<file path="config.mk">
export PLATFORM = sky130hd
export DESIGN_NAME = crossbar_seq
export DESIGN_NICKNAME = d
export VERILOG_FILES = /design/src/rtl/crossbar_seq.sv
export SDC_FILE = /design/constraint.sdc
export NUM_CORES = 1
export LEC_CHECK = 0
export CAP_MARGIN = 10
export CELL_PAD_IN_SITES_DETAIL_PLACEMENT = 0
export CELL_PAD_IN_SITES_GLOBAL_PLACEMENT = 1
export CORE_UTILIZATION = 37
export DETAILED_ROUTE_END_ITERATION = 10
export GPL_ROUTABILITY_DRIVEN = 1
export PLACE_DENSITY_LB_ADDON = 0.1
export SLEW_MARGIN = 0
export SYNTH_ARGS = -nofsm -noshare
export SYNTH_HDL_FRONTEND = slang
export SYNTH_SLANG_ARGS = --single-unit
</file>
<file path="constraint.sdc">
create_clock -name clk -period 3.1 [get_ports clk]
set_input_delay 0.465 -clock clk [delete_from_list [all_inputs] [get_ports clk]]
set_output_delay 0.465 -clock clk [all_outputs]
set_load 0.01 [all_outputs]
</file>
<file path="src/rtl/crossbar_seq.sv">
// Command sequencer in front of crossbar_top: turns FORM/WRITE/MAC commands into timed line patterns and strobes.
// Optional feature macro: CROSSBAR_SEQ_FORM_LOCK_EN (rejects WRITEs to cells that were never formed).
module crossbar_seq #(
    parameter int SETUP_CYC = 2,
    parameter int FORM_CYC  = 20,
    parameter int WRITE_CYC = 10,
    parameter int MAC_CYC   = 4,
    parameter int HOLD_CYC  = 2,
    parameter int CNT_W     = 8
) (
    input  logic       clk,
    input  logic       rst,
    input  logic       cmd_valid,
    output logic       cmd_ready,
    input  logic [1:0] cmd_op,
    input  logic [2:0] cmd_row,
    input  logic [2:0] cmd_col,
    input  logic       cmd_data,
    input  logic [7:0] cmd_x,
    output logic [7:0] bitline,
    output logic [7:0] wordline,
    output logic [7:0] selectline,
    output logic       wenable,
    output logic       form,
    output logic       mac,
    output logic       busy,
    output logic       done,
    output logic       err
);

    localparam logic [2:0] ST_IDLE  = 3'd0;
    localparam logic [2:0] ST_SETUP = 3'd1;
    localparam logic [2:0] ST_PULSE = 3'd2;
    localparam logic [2:0] ST_HOLD  = 3'd3;
    localparam logic [2:0] ST_DONE  = 3'd4;

    localparam logic [1:0] OP_NOP   = 2'b00;
    localparam logic [1:0] OP_FORM  = 2'b01;
    localparam logic [1:0] OP_WRITE = 2'b10;
    localparam logic [1:0] OP_MAC   = 2'b11;

    // Timer reload is N-1; a zero-length phase still lasts one cycle.
    function automatic logic [CNT_W-1:0] ld_val(input int n);
        return (n <= 1) ? '0 : CNT_W'(n - 1);
    endfunction

    localparam logic [CNT_W-1:0] SETUP_LD = ld_val(SETUP_CYC);
    localparam logic [CNT_W-1:0] FORM_LD  = ld_val(FORM_CYC);
    localparam logic [CNT_W-1:0] WRITE_LD = ld_val(WRITE_CYC);
    localparam logic [CNT_W-1:0] MAC_LD   = ld_val(MAC_CYC);
    localparam logic [CNT_W-1:0] HOLD_LD  = ld_val(HOLD_CYC);

    logic [2:0]       state_q, state_d;
    logic [CNT_W-1:0] timer_q, timer_d;
    logic [1:0]       op_q, op_d;
    logic [7:0]       wl_q, wl_d, bl_q, bl_d, sl_q, sl_d;
    logic             wen_q, wen_d, form_q, form_d, mac_q, mac_d;
    logic             busy_q, busy_d, done_q, done_d, err_q, err_d;
    logic             accept, write_locked;

    assign cmd_ready = (state_q == ST_IDLE) && !rst;
    assign accept    = cmd_valid && cmd_ready;

`ifdef CROSSBAR_SEQ_FORM_LOCK_EN
    logic [63:0] formed_q, formed_d;
    logic [2:0]  row_q, row_d, col_q, col_d;

    assign write_locked = (cmd_op == OP_WRITE) && !formed_q[{cmd_row, cmd_col}];

    always_comb begin
        row_d    = accept ? cmd_row : row_q;
        col_d    = accept ? cmd_col : col_q;
        formed_d = formed_q;
        if (state_q == ST_HOLD && state_d == ST_DONE && op_q == OP_FORM)
            formed_d[{row_q, col_q}] = 1'b1;
    end

    always_ff @(posedge clk or posedge rst) begin
        if (rst) begin
            formed_q <= '0;
            row_q    <= '0;
            col_q    <= '0;
        end else begin
            formed_q <= formed_d;
            row_q    <= row_d;
            col_q    <= col_d;
        end
    end
`else
    assign write_locked = 1'b0;
`endif

    always_comb begin
        state_d = state_q;
        timer_d = timer_q;
        op_d    = op_q;
        wl_d    = wl_q;
        bl_d    = bl_q;
        sl_d    = sl_q;
        err_d   = 1'b0;
        case (state_q)
            ST_IDLE: begin
                if (accept) begin
                    op_d = cmd_op;
                    if (cmd_op == OP_NOP) begin
                        state_d = ST_DONE;
                        timer_d = '0;
                    end else if (write_locked) begin
                        state_d = ST_DONE;
                        timer_d = '0;
                        err_d   = 1'b1;
                    end else begin
                        state_d = ST_SETUP;
                        timer_d = SETUP_LD;
                        wl_d    = (cmd_op == OP_MAC) ? 8'hFF : (8'b1 << cmd_row);
                        bl_d    = '0;
                        sl_d    = '0;
                        if (cmd_op == OP_MAC)
                            bl_d = cmd_x;
                        else if (cmd_op == OP_WRITE && !cmd_data)
                            sl_d = 8'b1 << cmd_col;
                        else
                            bl_d = 8'b1 << cmd_col;
                    end
                end
            end
            ST_SETUP: begin
                if (timer_q == '0) begin
                    state_d = ST_PULSE;
                    case (op_q)
                        OP_FORM:  timer_d = FORM_LD;
                        OP_WRITE: timer_d = WRITE_LD;
                        default:  timer_d = MAC_LD;
                    endcase
                end else begin
                    timer_d = timer_q - 1'b1;
                end
            end
            ST_PULSE: begin
                if (timer_q == '0) begin
                    state_d = ST_HOLD;
                    timer_d = HOLD_LD;
                end else begin
                    timer_d = timer_q - 1'b1;
                end
            end
            ST_HOLD: begin
                if (timer_q == '0) begin
                    state_d = ST_DONE;
                    wl_d    = '0;
                    bl_d    = '0;
                    sl_d    = '0;
                end else begin
                    timer_d = timer_q - 1'b1;
                end
            end
            ST_DONE: begin
                state_d = ST_IDLE;
                timer_d = '0;
            end
            default: begin
                state_d = ST_IDLE;
                timer_d = '0;
                wl_d    = '0;
                bl_d    = '0;
                sl_d    = '0;
            end
        endcase

        // Outputs are decoded from the next state so they line up with it after the edge.
        form_d = (state_d == ST_PULSE) && (op_d == OP_FORM);
        wen_d  = (state_d == ST_PULSE) && (op_d == OP_WRITE);
        mac_d  = (state_d == ST_PULSE) && (op_d == OP_MAC);
        busy_d = (state_d != ST_IDLE);
        done_d = (state_d == ST_DONE);
    end

    always_ff @(posedge clk or posedge rst) begin
        if (rst) begin
            state_q <= ST_IDLE;
            timer_q <= '0;
            op_q    <= OP_NOP;
            wl_q    <= '0;
            bl_q    <= '0;
            sl_q    <= '0;
            wen_q   <= 1'b0;
            form_q  <= 1'b0;
            mac_q   <= 1'b0;
            busy_q  <= 1'b0;
            done_q  <= 1'b0;
            err_q   <= 1'b0;
        end else begin
            state_q <= state_d;
            timer_q <= timer_d;
            op_q    <= op_d;
            wl_q    <= wl_d;
            bl_q    <= bl_d;
            sl_q    <= sl_d;
            wen_q   <= wen_d;
            form_q  <= form_d;
            mac_q   <= mac_d;
            busy_q  <= busy_d;
            done_q  <= done_d;
            err_q   <= err_d;
        end
    end

    assign wordline   = wl_q;
    assign bitline    = bl_q;
    assign selectline = sl_q;
    assign wenable    = wen_q;
    assign form       = form_q;
    assign mac        = mac_q;
    assign busy       = busy_q;
    assign done       = done_q;
    assign err        = err_q;

endmodule

</file>
==> flow_metrics.py <==
metrics = {
    "outcome": {
        "status": "finished, final reports clean",
    },
    "grt": {
        "gr-usage-met1_pct": 25.4,
        "track_usage_pct": 17.9,
        "grt_util_met3_pct": 3.68,
        "top_usage_layer": "met2",
        "grt_pass1_wl_um": 8600,
        "grt-ovfl-total": 0,
        "antenna_found_initial": 0,
        "grt_start_max_net_pins": 49,
        "grt_pass1_vias": 1718,
        "grt_use_met2_pct": 27.9,
    },
    "die": {
        "die_w_um": 78.9,
        "rows": 27,
        "core_area_um2": 5610,
        "dieHeight_um": 78.9,
        "initial_utilization_pct": 39.0,
        "ios": 51,
        "dieArea_um2": 6220,
    },
    "layout": {
        "antenna_cells": 0,
        "fin_area_um2": 2850,
        "drive_above_1_share_pct": 7.86,
        "nets": 301,
        "area_growth_pct": 30.2,
        "fin_util_pct": 50.8,
    },
    "sta": {
        "rsz0062_at_grt": "false",
        "holdWs_ns": 0.482,
        "slew_viol_final": 0,
        "tightest_slew_ns": 0.618,
        "fmax_ghz": 0.373,
        "setup_viol": 0,
        "fin_crit_sh_pct": 86.4,
        "relSlewSlack_pct": 58.8,
        "fin_setup_tns_ns": 0,
        "hold_viol": 0,
        "skew_ns": 0.0103,
        "period_minus_slack_ns": 2.68,
    },
    "route": {
        "post_drt_wl_per_cell_um": 14.6,
        "routed_via_density": 5.24,
        "drc_errors": 0,
        "vias": 1846,
        "drt_iter0_drc": 108,
        "drt_wl_total_um": 5150,
        "drtPass1Iterations": 4,
        "antenna_left": 0,
    },
    "logic_synthesis": {
        "synth_cell_types": 45,
        "netlist.area_leader.share_pct": 48.1,
        "synth-main-ff-cell": "dfrtp_1",
        "synth_top_family_by_area": "compound AO/OA/AOI/OAI gates",
        "synth_xor_area_share_pct": 0.400,
        "yosysMostFrequentCell": "dfrtp_1",
        "synth.area.top_cells": "dfrtp_1 48%, o31ai_1 7.2%, nand2_1 5.8%",
        "synthesis.instances": 235,
        "syn_nets": 257,
        "synth_edf_count": 0,
        "ys_top_cells_by_count": "42 x dfrtp_1, 34 x nand2_1, 21 x o31ai_1",
        "synth_mux_area_share_pct": 1.43,
        "syn_avg_cell_area_um2": 9.31,
        "syn_area_um2": 2190,
        "synth-simple-area-share_pct": 20.0,
        "ys_ff_latch": 42,
        "synth_top_cell_by_area": "dfrtp_1",
        "ys_seq_area_share_pct": 48.1,
        "synthAdderAreaFrac_pct": 1.60,
        "synth_compound_area_share_pct": 22.4,
        "ys_warn_count": 0,
        "synthArstFlopShare_pct": 100,
    },
    "worst_setup_path": {
        "critPathRequiredTime_ns": 2.63,
        "cp-start-kind": "flop",
        "crit_path_start": "state_q[2]",
        "endpoint_kind": "output port",
        "rr_endpoint": "selectline[2]",
        "critPathKind": "reg2out",
        "critPathArrivalTime_ns": 2.21,
        "r2r_slack_ns": 0.64,
        "r2r_cells": 7,
        "r2r-start": "timer_q[0]",
        "cp_max_fo": 15,
    },
    "power_and_ir_drop": {
        "clock_power_share_pct": 17.3,
        "post-layout-total-power_w": 0.00258,
        "power.leakage_nw": 1.17,
        "p_sw_share_pct": 40.2,
        "p_int_w": 0.00154,
        "seq_power_share_pct": 34.0,
        "power_density_nw_per_um2": 906,
        "power_switching_w": 0.00104,
        "irDropWorstVdd_v": 0.000528,
        "p_comb_share_pct": 48.8,
    },
    "place": {
        "dp_hpwl_um": 3640,
        "placed_area_um2": 2740,
        "place.gp.congestion": 0.836,
        "port_buffers": 49,
    },
    "cts": {
        "clockBufferDepth": 2,
        "cts_hold_buf": 0,
        "clock-sinks": 42,
        "post_cts_buffers": 0,
        "path_clk_slew_ns": 0.09,
        "cts_resized": 0,
        "cts_root_buffer": "clkbuf_8",
        "cts_htree_levels": 2,
        "tritoncts": "built",
        "clock_latency_ns": 0.30,
        "numCtsBuffers": 5,
    },
    "worst_hold_path": {
        "hp-class": "reg2reg",
        "hp-start": "bitline[6]",
        "holdPathStages": 2,
        "worstHoldEndpoint": "bitline[6]",
    },
    "run": {
        "cap_violations": 0,
    },
}
## final cells by class
class | instances | area, µm²
inverter | 11 | 41.3
clock inverter | 3 | 43.8
multi-input combinational | 164 | 1000
fill | 558 | 2760
timing repair buffer | 55 | 548
sequential | 42 | 1050
clock buffer | 5 | 68.8
tap | 72 | 90.1
## power by group through the flow
stage | Combinational, W | Clock, W | Sequential (W)
floorplan | 0.000784 | 0 | 0.000918
detailed placement | 0.00126 | 0 | 0.000892
global route | 0.00142 | 0.000483 | 0.000902
global placement | 0.00126 | 0 | 0.000886
CTS | 0.00127 | 0.000455 | 0.000880
finish | 0.00126 | 0.000446 | 0.000876
## worst max-delay path by stage
stage                    end  slack (ns)
5_1_grt            cmd_ready        0.30
6_report           cmd_ready        0.42
3_3_place_gp   selectline[0]        0.70
4_1_cts            cmd_ready        0.39
2_1_floorplan     bitline[0]        0.84
3_5_place_dp   selectline[2]        0.64
## per-layer routing
layer  wire, µm  up-vias
met5          0        -
met4         46        0
met3        222        5
met2       2420       39
met1       2460      871
li1           -      931
## worst max-delay path, cell delays in order (launching register included)
cell and delay, ns:
dfrtp_1 0.55, or3_1 0.62, nor2_1 0.20, clkdlybuf4s50_1 0.55
## flip-flops by register name, indices dropped and copies added (netlist names)
| signal | cells |
|---|---|
| timer_q | 8 |
| wordline | 8 |
| bitline | 8 |
| form | 1 |
| wenable | 1 |
| done | 1 |
| op_q | 2 |
| busy | 1 |
| mac | 1 |
| state_q | 3 |
| selectline | 8 |
## layout by cell type, fill, tap and decap left out, types with 6 or more instances in the layout
cell type,count
nand2_1,34
o31ai_1,21
nor2_1,10
inv_1,11
o21ai_0,11
a21oi_1,7
nor3_1,11
dfrtp_1,42
nand2b_1,7
clkdlybuf4s50_1,49
a22oi_1,6
a31oi_1,8
## cells by family (layout without fill, tap and decap cells)
group,after synthesis,in the layout
and+or+nand+nor,87,87
AOI/OAI and AO/OA,69,69
DFF,42,42
buffers and inverters,29,74
adders and majority gates,3,3
muxes,3,3
other,1,1
xor gates and xnor gates,1,1
## stage by stage
step           setup slack, ns  instances
2_1_floorplan            0.838        235
3_3_place_gp             0.700        344
3_5_place_dp             0.641        344
4_1_cts                  0.388        352
5_1_grt                  0.295        352
6_report                 0.422        352
Note: power is estimated with default switching activity, not from simulation.
